<file path="config.mk">
export PLATFORM = sky130hd
export DESIGN_NAME = mult_div_ctrl
export DESIGN_NICKNAME = d
export VERILOG_FILES = /design/src/rtl/mult_div_ctrl.sv
export SDC_FILE = /design/constraint.sdc
export NUM_CORES = 1
export LEC_CHECK = 0
export CORE_ASPECT_RATIO = 1.5
export CORE_UTILIZATION = 52
export DETAILED_ROUTE_END_ITERATION = 8
export DONT_BUFFER_PORTS = 1
export HOLD_SLACK_MARGIN = 0.03
export PLACE_DENSITY = 0.64
export RECOVER_POWER = 100
export SYNTH_ARGS = -nofsm -noshare
export SYNTH_HDL_FRONTEND = slang
export SYNTH_SLANG_ARGS = --single-unit
</file>
<file path="constraint.sdc">
create_clock -name clk -period 4.45 [get_ports clk]
set_input_delay 0.2225 -clock clk [delete_from_list [all_inputs] [get_ports clk]]
set_output_delay 0.2225 -clock clk [all_outputs]
set_load 0.02 [all_outputs]
</file>
<file path="src/rtl/mult_div_ctrl.sv">
// rtl/mult_div_ctrl.sv - multi-cycle MULT/DIV unit with architectural HI/LO registers
module mult_div_ctrl #(
    parameter int WIDTH = 32
) (
    input  logic             clk,
    input  logic             rst_n,
    input  logic             start_mult,
    input  logic             start_div,
    input  logic             is_unsigned,
    input  logic             abort,
    input  logic [WIDTH-1:0] op_a,
    input  logic [WIDTH-1:0] op_b,
    output logic             busy,
    output logic             done,
    output logic             div_zero,
    output logic [WIDTH-1:0] hi,
    output logic [WIDTH-1:0] lo
);

    localparam int CW = $clog2(WIDTH);

    typedef enum logic [2:0] {
        S_IDLE,
        S_MULT,
        S_DIV,
        S_FIX,
        S_DONE,
        S_DIVZ
    } state_t;

    state_t state, state_nxt;

    logic [CW-1:0]      cnt;
    logic [WIDTH-1:0]   acc_hi;
    logic [WIDTH-1:0]   acc_lo;
    logic [WIDTH-1:0]   mag_b;
    logic               is_div;
    logic               sign_p;
    logic               sign_r;

    logic               a_neg;
    logic               b_neg;
    logic [WIDTH-1:0]   mag_a_in;
    logic [WIDTH-1:0]   mag_b_in;
    logic               load;
    logic [WIDTH:0]     mul_sum;
    logic [WIDTH:0]     div_shift;
    logic [WIDTH+1:0]   div_diff;
    logic [2*WIDTH-1:0] prod_fix;
    logic [WIDTH-1:0]   quo_fix;
    logic [WIDTH-1:0]   rem_fix;

    always_ff @(posedge clk or negedge rst_n) begin
        if (!rst_n) state <= S_IDLE;
        else        state <= state_nxt;
    end

    always_comb begin
        state_nxt = state;
        case (state)
            S_IDLE: begin
                if (start_mult)     state_nxt = S_MULT;
                else if (start_div) state_nxt = (op_b == '0) ? S_DIVZ : S_DIV;
            end
            S_MULT, S_DIV: begin
                if (abort)          state_nxt = S_IDLE;
                else if (cnt == '0) state_nxt = S_FIX;
            end
            S_FIX:   state_nxt = abort ? S_IDLE : S_DONE;
            S_DONE:  state_nxt = S_IDLE;
            S_DIVZ:  state_nxt = S_IDLE;
            default: state_nxt = S_IDLE;
        endcase
    end

    assign busy     = (state == S_MULT) || (state == S_DIV) || (state == S_FIX);
    assign done     = (state == S_DONE) || (state == S_DIVZ);
    assign div_zero = (state == S_DIVZ);

    always_comb begin
        a_neg    = !is_unsigned && op_a[WIDTH-1];
        b_neg    = !is_unsigned && op_b[WIDTH-1];
        mag_a_in = a_neg ? -op_a : op_a;
        mag_b_in = b_neg ? -op_b : op_b;
        load     = (state == S_IDLE) && (state_nxt == S_MULT || state_nxt == S_DIV);

        mul_sum   = {1'b0, acc_hi} + (acc_lo[0] ? {1'b0, mag_b} : '0);
        div_shift = {acc_hi, acc_lo[WIDTH-1]};
        div_diff  = {1'b0, div_shift} - {2'b0, mag_b};

        // Signed results are produced from magnitudes, so a single negate suffices.
        prod_fix = sign_p ? -{acc_hi, acc_lo} : {acc_hi, acc_lo};
        quo_fix  = sign_p ? -acc_lo : acc_lo;
        rem_fix  = sign_r ? -acc_hi : acc_hi;
    end

    always_ff @(posedge clk or negedge rst_n) begin
        if (!rst_n) begin
            cnt    <= '0;
            acc_hi <= '0;
            acc_lo <= '0;
            mag_b  <= '0;
            is_div <= 1'b0;
            sign_p <= 1'b0;
            sign_r <= 1'b0;
            hi     <= '0;
            lo     <= '0;
        end else begin
            if (load) begin
                cnt    <= CW'(WIDTH - 1);
                acc_hi <= '0;
                acc_lo <= mag_a_in;
                mag_b  <= mag_b_in;
                is_div <= (state_nxt == S_DIV);
                sign_p <= a_neg ^ b_neg;
                sign_r <= a_neg;
            end else if ((state == S_MULT || state == S_DIV) && !abort) begin
                cnt <= cnt - 1'b1;
                if (state == S_MULT) begin
                    acc_hi <= mul_sum[WIDTH:1];
                    acc_lo <= {mul_sum[0], acc_lo[WIDTH-1:1]};
                end else if (!div_diff[WIDTH+1]) begin
                    acc_hi <= div_diff[WIDTH-1:0];
                    acc_lo <= {acc_lo[WIDTH-2:0], 1'b1};
                end else begin
                    acc_hi <= div_shift[WIDTH-1:0];
                    acc_lo <= {acc_lo[WIDTH-2:0], 1'b0};
                end
            end else if (state == S_FIX && !abort) begin
                if (is_div) begin
                    hi <= rem_fix;
                    lo <= quo_fix;
                end else begin
                    hi <= prod_fix[2*WIDTH-1:WIDTH];
                    lo <= prod_fix[WIDTH-1:0];
                end
            end
        end
    end

endmodule

</file>
Yosys cells after proc, flatten, opt, wreduce, memory -nomap -nowiden
Cells that the tools add are included.
{"block": "totals", "input_bits": 70, "output_inout_bits": 67, "ff_bits": 171, "elab_cells": 70}
{"block": "op_classes", "n_reduce_logical": 17, "n_addsub": 8, "bitwise_logic": 3, "mux": 25, "eq_ne": 7}
{"op": "two-way mux 32 bit", "n": 14}
{"op": "negator 32 bit", "n": 4}
{"op": "two-way mux 64 bit", "n": 1}
{"op": "negator 64 bit", "n": 1}
{"op": "subtractor 33 x 32 -> 34 bit", "n": 1}
{"op": "adder 32 x 32 -> 33 bit", "n": 1}
{"op": "zero test 32 bit", "n": 1}
{"op": "two-way mux 3 bit", "n": 6}
{"op": "two-way mux 5 bit", "n": 2}
{"op": "== test 3 x 2 -> 1 bit, second input constant", "n": 3}
{"op": "case mux 3 bit (3 select lines)", "n": 1}
{"op": "== test 3 x 1 -> 1 bit, second input constant", "n": 2}
{"op": "== test 3 bit, second input constant", "n": 2}
{"op": "logical AND 1 bit", "n": 5}
{"op": "zero test 5 bit", "n": 1}
{"op": "subtractor 5 x 1 -> 5 bit, second input constant", "n": 1}
{"op": "logical OR 1 bit", "n": 4}
{"op": "zero test 3 bit", "n": 1}
{"op": "AND reduction 3 bit", "n": 1}
{"op": "zero test 1 bit", "n": 2}
{"op": "inverter 1 bit", "n": 2}
{"op": "nonzero test 2 bit", "n": 1}
{"op": "OR reduction 2 bit", "n": 1}
{"op": "two-way mux 1 bit", "n": 1}
{"op": "XOR 1 bit", "n": 1}

Longest topological paths before layout
Gate-level depths: netlist of run 1.
{"block": "depth", "ltp_word": 10, "ltp_mapped": 14, "ltp_nobuf": 13}

Worst setup path after synthesis of run 1
No wires, ideal clock.
{"block": "synth_timing", "kind": "register to register", "startpoint": "register acc_lo[0]", "endpoint": "register hi[20]", "period_less_slack_ns": 3.320, "path_buffers": 1, "required_ns": 4.321, "setup_time_ns": 0.129, "slack_ns": 1.130, "arrival_time_ns": 3.191, "path_stages_with_launch": 12, "cell_sequence": "dfrtp_1 inv_1 buf_1 ha_1 or3b_2 or4_4 nand2b_4 nand2b_4 or4_4 o41ai_2 xor2_1 o21ai_1"}
{"block": "synth_via", "elab_chain_len": 3}
{"item": "start, declared", "line": "35", "text": "logic [WIDTH-1:0] acc_lo;"}
{"item": "start signal, assigned", "line": "112", "text": "acc_lo <= mag_a_in;"}
{"item": "start signal, assigned", "line": "121", "text": "acc_lo <= {mul_sum[0], acc_lo[WIDTH-1:1]};"}
{"item": "start signal, assigned", "line": "124", "text": "acc_lo <= {acc_lo[WIDTH-2:0], 1'b1};"}
{"item": "negator 64 bit", "line": "92", "text": "prod_fix = sign_p ? -{acc_hi, acc_lo} : {acc_hi, acc_lo};"}
{"item": "two-way mux 64 bit", "line": "92"}
{"item": "two-way mux 32 bit", "line": "130", "text": "if (is_div) begin"}
{"item": "end signal, assigned", "line": "131", "text": "hi <= rem_fix;"}
{"item": "end signal, assigned", "line": "134", "text": "hi <= prod_fix[2*WIDTH-1:WIDTH];"}
{"item": "end, declared", "line": "16", "text": "output logic [WIDTH-1:0] hi,"}
No other way between the ends.
A chain may end at the register's enable or synchronous reset.

Worst setup path in the final report of run 1
{"block": "layout_timing", "startpoint": "register acc_hi[9]", "endpoint": "register acc_hi[31]"}
{"block": "layout_via", "elab_chain_len": 5, "elab_cells_between_ends": 6, "classes_between": "2 x add/sub; 4 x mux"}
{"item": "start, declared", "line": "34", "text": "logic [WIDTH-1:0] acc_hi;"}
{"item": "start signal, assigned", "line": "120", "text": "acc_hi <= mul_sum[WIDTH:1];"}
{"item": "start signal, assigned", "line": "123", "text": "acc_hi <= div_diff[WIDTH-1:0];"}
{"item": "start signal, assigned", "line": "126", "text": "acc_hi <= div_shift[WIDTH-1:0];"}
{"item": "subtractor 33 x 32 -> 34 bit", "line": "89", "text": "div_diff = {1'b0, div_shift} - {2'b0, mag_b};"}
{"item": "two-way mux 32 bit", "line": "122", "text": "end else if (!div_diff[WIDTH+1]) begin"}
{"item": "two-way mux 32 bit (*)", "line": "119", "text": "if (state == S_MULT) begin"}
{"item": "two-way mux 32 bit (*)", "line": "117", "text": "end else if ((state == S_MULT || state == S_DIV) && !abort) begin"}
{"item": "two-way mux 32 bit (*)", "line": "109", "text": "if (load) begin"}
Mark *: on every way between the ends. The rest lies on a longest branch, timed or not. The select of a mux whose other input is x is not followed.

==> impl_results.rst, run 1 <==
.. list-table::
   :header-rows: 1

   * - Metric
     - Value
   * - Cts-stage hold buffer count
     - 55
   * - Total internal power
     - 5.795 mW
   * - Worst hold path class
     - input pin to flop
   * - Cell row count
     - 72
   * - Global-route total usage across every layer
     - 0.3527
   * - Mux contribution to synthesized area
     - 0.01981
   * - Hold depth
     - 2
   * - Adder-cell area share of the yosys netlist
     - 0.06683
   * - End of the worst register-to-register path
     - acc_hi[31]
   * - Combinational fraction of design power
     - 0.602
   * - Fraction of layout cells with a size suffix above 1
     - 0.05308
   * - Startpoint type of the worst setup path
     - flop
   * - Worst hold margin
     - 0.03031 ns
   * - Antenna cells
     - 0
   * - Largest net degree at the start of global routing
     - 172
   * - Largest clock skew in the final design
     - 0.01163 ns
   * - Number of design rule violations left after detail routing
     - 0
   * - Post-synthesis share of cell area spent on xor and xnor gates
     - 0.1131
   * - Flops & latches, synth
     - 171
   * - Part of the Yosys area used for sequential elements
     - 0.3122
   * - Upper clock frequency limit
     - 0.2438 GHz
   * - Total routed wire length on the met1 layer
     - 17.56 mm
   * - Buffers & Inverters on Critical Path
     - 1
   * - Routed Wire Length
     - 47.14 mm
   * - Worst setup path category
     - flop to flop
   * - Pins over their slew limit
     - 172
   * - Synth-to-layout area growth
     - 11.17%
   * - Least-Margin Pin Slew
     - 2.486 ns
   * - Maximum single-stage delay on the critical path
     - 0.81 ns
   * - Final clock period utilization by the worst path
     - 0.9219
   * - Number of antenna violations at the first check in global routing
     - 0
   * - Post-CTS Setup Inserts
     - 0
   * - Number of DRC violations after detailed-routing iteration 0
     - 881
   * - Data arrival time of the critical path
     - 4.42 ns
   * - Area of the mapped netlist
     - 13700 um^2
   * - Worst reg2reg path startpoint
     - acc_hi[9]
   * - Fill cell total of the finished layout
     - 2399
   * - Via count normalized by instance count
     - 6.327
   * - Hold endpoint
     - mag_b[0]
   * - Post-synthesis cell count
     - 1730
   * - Vias
     - 13313
   * - Slew Limit Headroom
     - -0.6576
   * - Ordered list of cells on the worst path
     - ha_1 -> a21oi_1 -> a21oi_1 -> nor2b_1 -> or3_1 -> o31ai_1 -> a31o_2 -> clkbuf_2 -> nor2_1 -> a211oi_1 -> o31ai_1
   * - Yosys warning count
     - 0
   * - Clock tree buffer depth
     - 2
   * - Critical path required time
     - 4.76 ns
   * - Per-instance average area after synthesis
     - 7.922 um^2
   * - Number of CTS-inserted buffers
     - 17
   * - Pwr/cell area
     - 796.7 nW/um^2
   * - Port Buffer Count
     - 0
   * - Register share of total power
     - 0.264
   * - Combinational family with the most area after synthesis
     - compound AO/OA/AOI/OAI gates
   * - Worst Reg2Reg Path Length in Cells
     - 11
   * - Highest metal used
     - met4
   * - Asr flop ratio synth
     - 1.000
   * - Root buffer cell
     - sky130_fd_sc_hd__clkbuf_16
   * - Setup repair after global routing missed its margin
     - no
   * - Remaining global-route overflow
     - 0
   * - Cell area after layout
     - 15230 um^2
   * - Detailed Routing Iterations Pass 1
     - 6
   * - Worst vdd rail ir drop
     - 0.5886 mV
   * - Final core utilization
     - 0.5892
   * - Cell area after placement
     - 14120 um^2
   * - Die Footprint
     - 27020 um^2
   * - Setup crit end kind
     - flop
   * - Clock latency on the worst-skew pair
     - 0.47 ns
   * - Met2 Routed Length
     - 23.63 mm
   * - Antenna Violating Nets Remaining
     - 0
   * - Placer's final routability congestion estimate
     - 1.024
   * - Number of max-cap violations
     - 1
   * - Top delay family on crit path
     - compound AO/OA/AOI/OAI gates
   * - Count of endpoints failing setup in the final report
     - 0
   * - CTS tree
     - done
   * - Clock tree sinks
     - 171
   * - Switching power
     - 6.342 mW
   * - Startpoint of the worst hold path
     - op_b[0]
   * - Wirelength per Cell
     - 22.40 um
   * - Summed negative setup slack over all endpoints
     - 0 ns
   * - Final count of hold timing violations
     - 0
   * - Met3 wire length
     - 2.571 mm
   * - Boundary pin count
     - 137
   * - Post-layout min period
     - 4.102 ns
   * - Outcome
     - finished with violations
   * - Width of the die
     - 134.6 um
   * - Switch share
     - 0.5225
   * - P_leak
     - 6.734 nW
   * - Floorplan core area
     - 25850 um^2
   * - Total number of nets in the final design
     - 1900
   * - Commonest register cell after synthesis
     - sky130_fd_sc_hd__dfrtp_1
   * - Initial cell density of the core
     - 0.5301
   * - Post-route insts no fill
     - 2104
   * - Via count of the first global-routing pass
     - 13015
   * - Placed insts
     - 2016
   * - Slowest cell on crit path
     - sky130_fd_sc_hd__a31o_2
   * - Compound-cell area share of the yosys netlist
     - 0.2380
   * - Htree depth
     - 4
   * - HPWL Detailed
     - 34.78 mm
   * - Clock transition time at the flip-flop clock pins of the worst setup and hold paths
     - 0.07 ns
   * - R2r setup slk
     - 0.35 ns
   * - Clk pwr share
     - 0.134
   * - Mapped Nets
     - 1872
   * - Yosys cell types
     - 75
   * - Critical path peak fanout
     - 29
   * - Violations in the final reports
     - max-capacitance violations, max-slew violations
   * - Gates resized, CTS repair
     - 0
   * - Number of enable-type register cells in the synthesized netlist
     - 0
   * - Global-route wire length before repair
     - 72.59 mm
   * - Post-Synth Simple-Gate Area
     - 0.2077
   * - Die Height
     - 200.8 um
-- placed cells by master (no fill, tap or decap), drive strengths merged, types with 8 or more instances in the layout --
cell,synthesis,routed
ha,70,70
buf,17,37
xnor2,85,85
inv,61,67
nand3,45,45
clkbuf,73,26
and3,10,10
dfrtp,171,171
or3,23,23
nor3,40,40
a211oi,12,12
dlygate4sd3,0,55
or4,15,15
nor2,126,126
a31oi,17,17
o31ai,30,30
o21ai,198,198
o221ai,10,10
nand2,249,249
o211ai,24,24
nor4,15,15
nor2b,14,14
nand3b,9,9
o41ai,8,8
a21oi,116,116
xor2,92,92
a221oi,19,19
a22oi,11,11
a21o,28,28
and2,12,12
nand2b,22,22
mux2i,26,26
-- power by group through the flow --
| stage | Clock [mW] | Combinational, mW | Sequential, mW |
|---|---|---|---|
| after floorplan | 0 | 5.23 | 2.99 |
| after global placement | 0 | 7.10 | 3.22 |
| after detailed placement | 0 | 7.15 | 3.23 |
| after CTS | 1.64 | 7.27 | 3.20 |
| after global routing | 1.71 | 7.97 | 3.29 |
| final | 1.63 | 7.31 | 3.20 |
-- per-stage QoR --
| stage | setup slack [ns] | power [mW] |
|---|---|---|
| 3_3_place_gp | 0.5587 | 10.32 |
| 3_5_place_dp | 0.5036 | 10.38 |
| 5_1_grt | 0.1323 | 12.97 |
| 4_1_cts | 0.4474 | 12.11 |
| 6_report | 0.3476 | 12.14 |
| 2_1_floorplan | 1.130 | 8.212 |
-- how the worst max path moves through the flow --
| stage | from | end | slack, ns | cells past startpoint |
|---|---|---|---|---|
| after floorplan | acc_lo[0] | hi[20] | 1.13 | 11 |
| after global placement | acc_hi[9] | acc_hi[9] | 0.56 | 9 |
| after detailed placement | acc_hi[9] | acc_hi[9] | 0.50 | 9 |
| after CTS | acc_hi[9] | acc_hi[9] | 0.45 | 9 |
| after global routing | acc_hi[9] | acc_hi[31] | 0.13 | 11 |
| final | acc_hi[9] | acc_hi[31] | 0.35 | 11 |
-- layer usage --
layer,up-vias,global-route usage
met1,6346,0.3882
met5,-,0
li1,6247,-
met3,165,0.06061
met2,555,0.6094
met4,0,0.2480
-- state kept, by name, summed over array words and instances (netlist names) --
register	cells
acc_hi	32
acc_lo	32
hi	32
lo	32
mag_b	32
cnt	5
state	3
is_div	1
sign_p	1
sign_r	1
-- area by class of cell --
type / instances / area [um^2] / area share
sequential: 171 / 4279 / 0.2809
timing repair buffer: 99 / 863.3 / 0.05667
clock inverter: 13 / 177.7 / 0.01166
clock buffer: 19 / 442.9 / 0.02907
tap: 333 / 416.7 / 0.02735
multi-input combinational: 1408 / 8826 / 0.5793
inverter: 61 / 229.0 / 0.01503
-- cell usage after synthesis, drive strengths merged (15+ instances only) --
cell type / instances / area (um^2)
a221oi: 19 / 166.4
a31oi: 17 / 106.4
o31ai: 30 / 225.2
nor2: 126 / 480.5
or4: 15 / 131.4
xnor2: 85 / 744.5
nand2: 249 / 934.7
a21oi: 116 / 580.6
o211ai: 24 / 180.2
nor4: 15 / 100.1
xor2: 92 / 805.8
nor3: 40 / 200.2
dfrtp: 171 / 4279
clkbuf: 73 / 274.0
mux2i: 26 / 260.3
buf: 17 / 76.33
inv: 61 / 229.0
o21ai: 198 / 994.7
nand3: 45 / 225.2
or3: 23 / 148.9
a21o: 28 / 210.2
ha: 70 / 875.8
nand2b: 22 / 152.7
-- cells by family after synthesis --
logic type / count (synthesis)
AOI/OAI and AO/OA: 527
xor gates and xnor gates: 177
adders and majority gates: 72
buffers and inverters: 151
DFF: 171
muxes: 27
and+or+nand+nor: 605
Note: power is estimated with default switching activity, not from simulation.
==> run 2, diff against run 1 <==
- ABC_AREA: unset -> 1
- SLEW_MARGIN: unset -> 0
==> impl_results.rst, run 2 <==
.. list-table::
   :header-rows: 1

   * - Metric
     - Value
   * - Per-instance average area after synthesis
     - 5.827 um^2
   * - Port Buffer Count
     - 0
   * - Post-layout power
     - 14.44 mW
   * - Width of the die
     - 150.8 um
   * - Number of design rule violations left after detail routing
     - 0
   * - Clock latency on the worst-skew pair
     - 0.48 ns
   * - Placer's final routability congestion estimate
     - 1.061
   * - Yosys cell types
     - 42
   * - Yosys warning count
     - 0
   * - Global-route total usage across every layer
     - 0.4457
   * - Combinational fraction of design power
     - 0.650
   * - Library cell with the highest instance count after synthesis
     - sky130_fd_sc_hd__nand2_1
   * - Data arrival time of the critical path
     - 4.39 ns
   * - Via count normalized by instance count
     - 5.905
   * - Biggest area consumer among synthesized cells
     - sky130_fd_sc_hd__dfrtp_1
   * - Fill cell total of the finished layout
     - 3477
   * - Area fraction of the dominant cell type after synthesis
     - 0.2478
   * - Largest clock skew in the final design
     - 0.01288 ns
   * - Cts-stage hold buffer count
     - 28
   * - Worst reg2reg path startpoint
     - state[0]
   * - Summed negative setup slack over all endpoints
     - 0 ns
   * - Pins over their slew limit
     - 252
   * - Clock tree sinks
     - 171
   * - Pwr/cell area
     - 787.0 nW/um^2
   * - Fraction of layout cells with a size suffix above 1
     - 0.02538
   * - Number of antenna violations at the first check in global routing
     - 3
   * - Mapped Nets
     - 3106
   * - Upper clock frequency limit
     - 0.2447 GHz
   * - Largest net degree at the start of global routing
     - 172
   * - Switching power
     - 8.788 mW
   * - Clock transition time at the flip-flop clock pins of the worst setup and hold paths
     - 0.07 ns
   * - Worst hold margin
     - 0.03678 ns
   * - Placed insts
     - 3310
   * - Post-synthesis cell count
     - 2964
   * - Worst vdd rail ir drop
     - 0.3716 mV
   * - Number of max-cap violations
     - 2
   * - Remaining global-route overflow
     - 0
   * - Register share of total power
     - 0.244
   * - Initial cell density of the core
     - 0.5292
   * - Least-Margin Pin Slew
     - 3.413 ns
   * - Synth-to-layout area growth
     - 6.260%
   * - Gates resized, CTS repair
     - 0
   * - Most frequent cells after synthesis
     - sky130_fd_sc_hd__nand2_1 (1021), sky130_fd_sc_hd__inv_1 (415), sky130_fd_sc_hd__nor2_1 (317)
   * - Post-layout min period
     - 4.086 ns
   * - Asr flop ratio synth
     - 1.000
   * - Start point of the critical path
     - op_b[0]
   * - Post-CTS Setup Inserts
     - 0
   * - Routed Wire Length
     - 75.18 mm
   * - Count of endpoints failing setup in the final report
     - 0
   * - Number of CTS-inserted buffers
     - 17
   * - Via count of the first global-routing pass
     - 19359
   * - Critical path peak fanout
     - 60
   * - Total number of nets in the final design
     - 3084
   * - Clk pwr share
     - 0.105
   * - CTS tree
     - done
   * - Startpoint of the worst hold path
     - op_a[2]
   * - Total internal power
     - 5.654 mW
   * - Part of the Yosys area used for sequential elements
     - 0.2478
   * - Final clock period utilization by the worst path
     - 0.9182
   * - Slew Limit Headroom
     - -1.275
   * - Vias
     - 19916
   * - Global-route wire length before repair
     - 111.0 mm
   * - HPWL Detailed
     - 59.06 mm
   * - Number of DRC violations after detailed-routing iteration 0
     - 1629
   * - Violations in the final reports
     - max-capacitance violations, max-slew violations
   * - Setup crit end kind
     - flop
   * - Detailed Routing Iterations Pass 1
     - 9
   * - P_leak
     - 9.823 nW
   * - Number of enable-type register cells in the synthesized netlist
     - 0
   * - Startpoint type of the worst setup path
     - input pin
   * - Switch share
     - 0.6085
   * - Htree depth
     - 4
   * - Main area contributors after synthesis
     - sky130_fd_sc_hd__dfrtp_1 (25%), sky130_fd_sc_hd__nand2_1 (22%), sky130_fd_sc_hd__inv_1 (9.0%)
   * - Setup repair after global routing missed its margin
     - no
   * - Critical path required time
     - 4.76 ns
   * - Commonest cells after routing, fill and taps aside
     - sky130_fd_sc_hd__nand2_1 (1021), sky130_fd_sc_hd__inv_1 (417), sky130_fd_sc_hd__nor2_1 (318)
   * - Commonest register cell after synthesis
     - sky130_fd_sc_hd__dfrtp_1
   * - Floorplan core area
     - 32630 um^2
   * - Worst hold path class
     - input pin to flop
   * - Root buffer cell
     - sky130_fd_sc_hd__clkbuf_16
   * - Wirelength per Cell
     - 22.29 um
   * - Most common cell after layout, fill and taps aside
     - sky130_fd_sc_hd__nand2_1
   * - Area of the mapped netlist
     - 17270 um^2
   * - Antenna Violating Nets Remaining
     - 0
   * - Boundary pin count
     - 137
   * - Cell row count
     - 81
   * - Final count of hold timing violations
     - 0
   * - Outcome
     - finished with violations
   * - Final core utilization
     - 0.5623
   * - Clock tree buffer depth
     - 2
   * - Die Height
     - 225.2 um
   * - Die Footprint
     - 33960 um^2
   * - Post-route insts no fill
     - 3373
   * - Flops & latches, synth
     - 171
   * - Worst setup path category
     - input pin to flop
-- run 2: final timing paths --
kind	endpoint	slack, ns	cells past startpoint
worst min-delay path	acc_lo[2]	0.04	4
worst min register to register	cnt[0]	0.51	2
worst max-delay path	mag_b[29]	0.36	13
max in group asynchronous	hi[11]	1.72	2
worst max register to register	lo[24]	0.64	5
min in group asynchronous	lo[23]	0.95	2
-- run 2: power by group through the flow --
stage	registers, mW	clock network [mW]	logic [mW]
5_1_grt	3.59	1.57	10.3
6_report	3.53	1.52	9.39
3_5_place_dp	3.50	0	9.07
2_1_floorplan	3.07	0	6.46
4_1_cts	3.47	1.53	9.17
3_3_place_gp	3.48	0	9.01
-- run 2: logic make-up after synthesis --
group | synth area share
compound gates | 0.1203
xor+xnor | 0.05325
fa+ha+maj | 0.05303
buf+inv | 0.1168
flops | 0.2478
simple gates | 0.4089
-- run 2: metrics by stage --
stage,setup slack (ns),instance area [um^2]
after floorplan,1.831,17270
after global placement,0.9809,17560
after detailed placement,0.9110,17560
after CTS,0.8828,18430
after global routing,0.3051,18340
final,0.3642,18350
-- run 2: layer usage --
layer | GRT usage | routed length, um | share of wire
met1 | 0.4235 | 24450 | 0.33
met4 | 0.4829 | 9279 | 0.12
met2 | 0.7516 | 36270 | 0.48
met5 | 0 | 0 | 0
met3 | 0.09879 | 5172 | 0.069
-- run 2: critical path, stage by stage --
cell and delay (ns):
sky130_fd_sc_hd__dlygate4sd3_1 0.54, sky130_fd_sc_hd__inv_1 0.11, sky130_fd_sc_hd__ha_1 0.18, sky130_fd_sc_hd__nand2_1 0.06
sky130_fd_sc_hd__nor2_1 0.23, sky130_fd_sc_hd__nand3_1 0.17, sky130_fd_sc_hd__nor2_1 0.22, sky130_fd_sc_hd__nand2_1 0.21
sky130_fd_sc_hd__a21boi_0 0.37, sky130_fd_sc_hd__nand3_1 0.23, sky130_fd_sc_hd__nand2_4 0.53, sky130_fd_sc_hd__inv_1 0.59
sky130_fd_sc_hd__o21ai_0 0.72
-- run 2: final cells by class --
type	instances	area, um^2	share of cell area
multi-input combinational	2276	10940	0.5963
clock buffer	17	425.4	0.02318
antenna	3	7.507	0.0004091
sequential	171	4280	0.2332
inverter	423	1588	0.08652
timing repair buffer	53	445.4	0.02427
clock inverter	15	142.6	0.007773
tap	415	519.2	0.02829
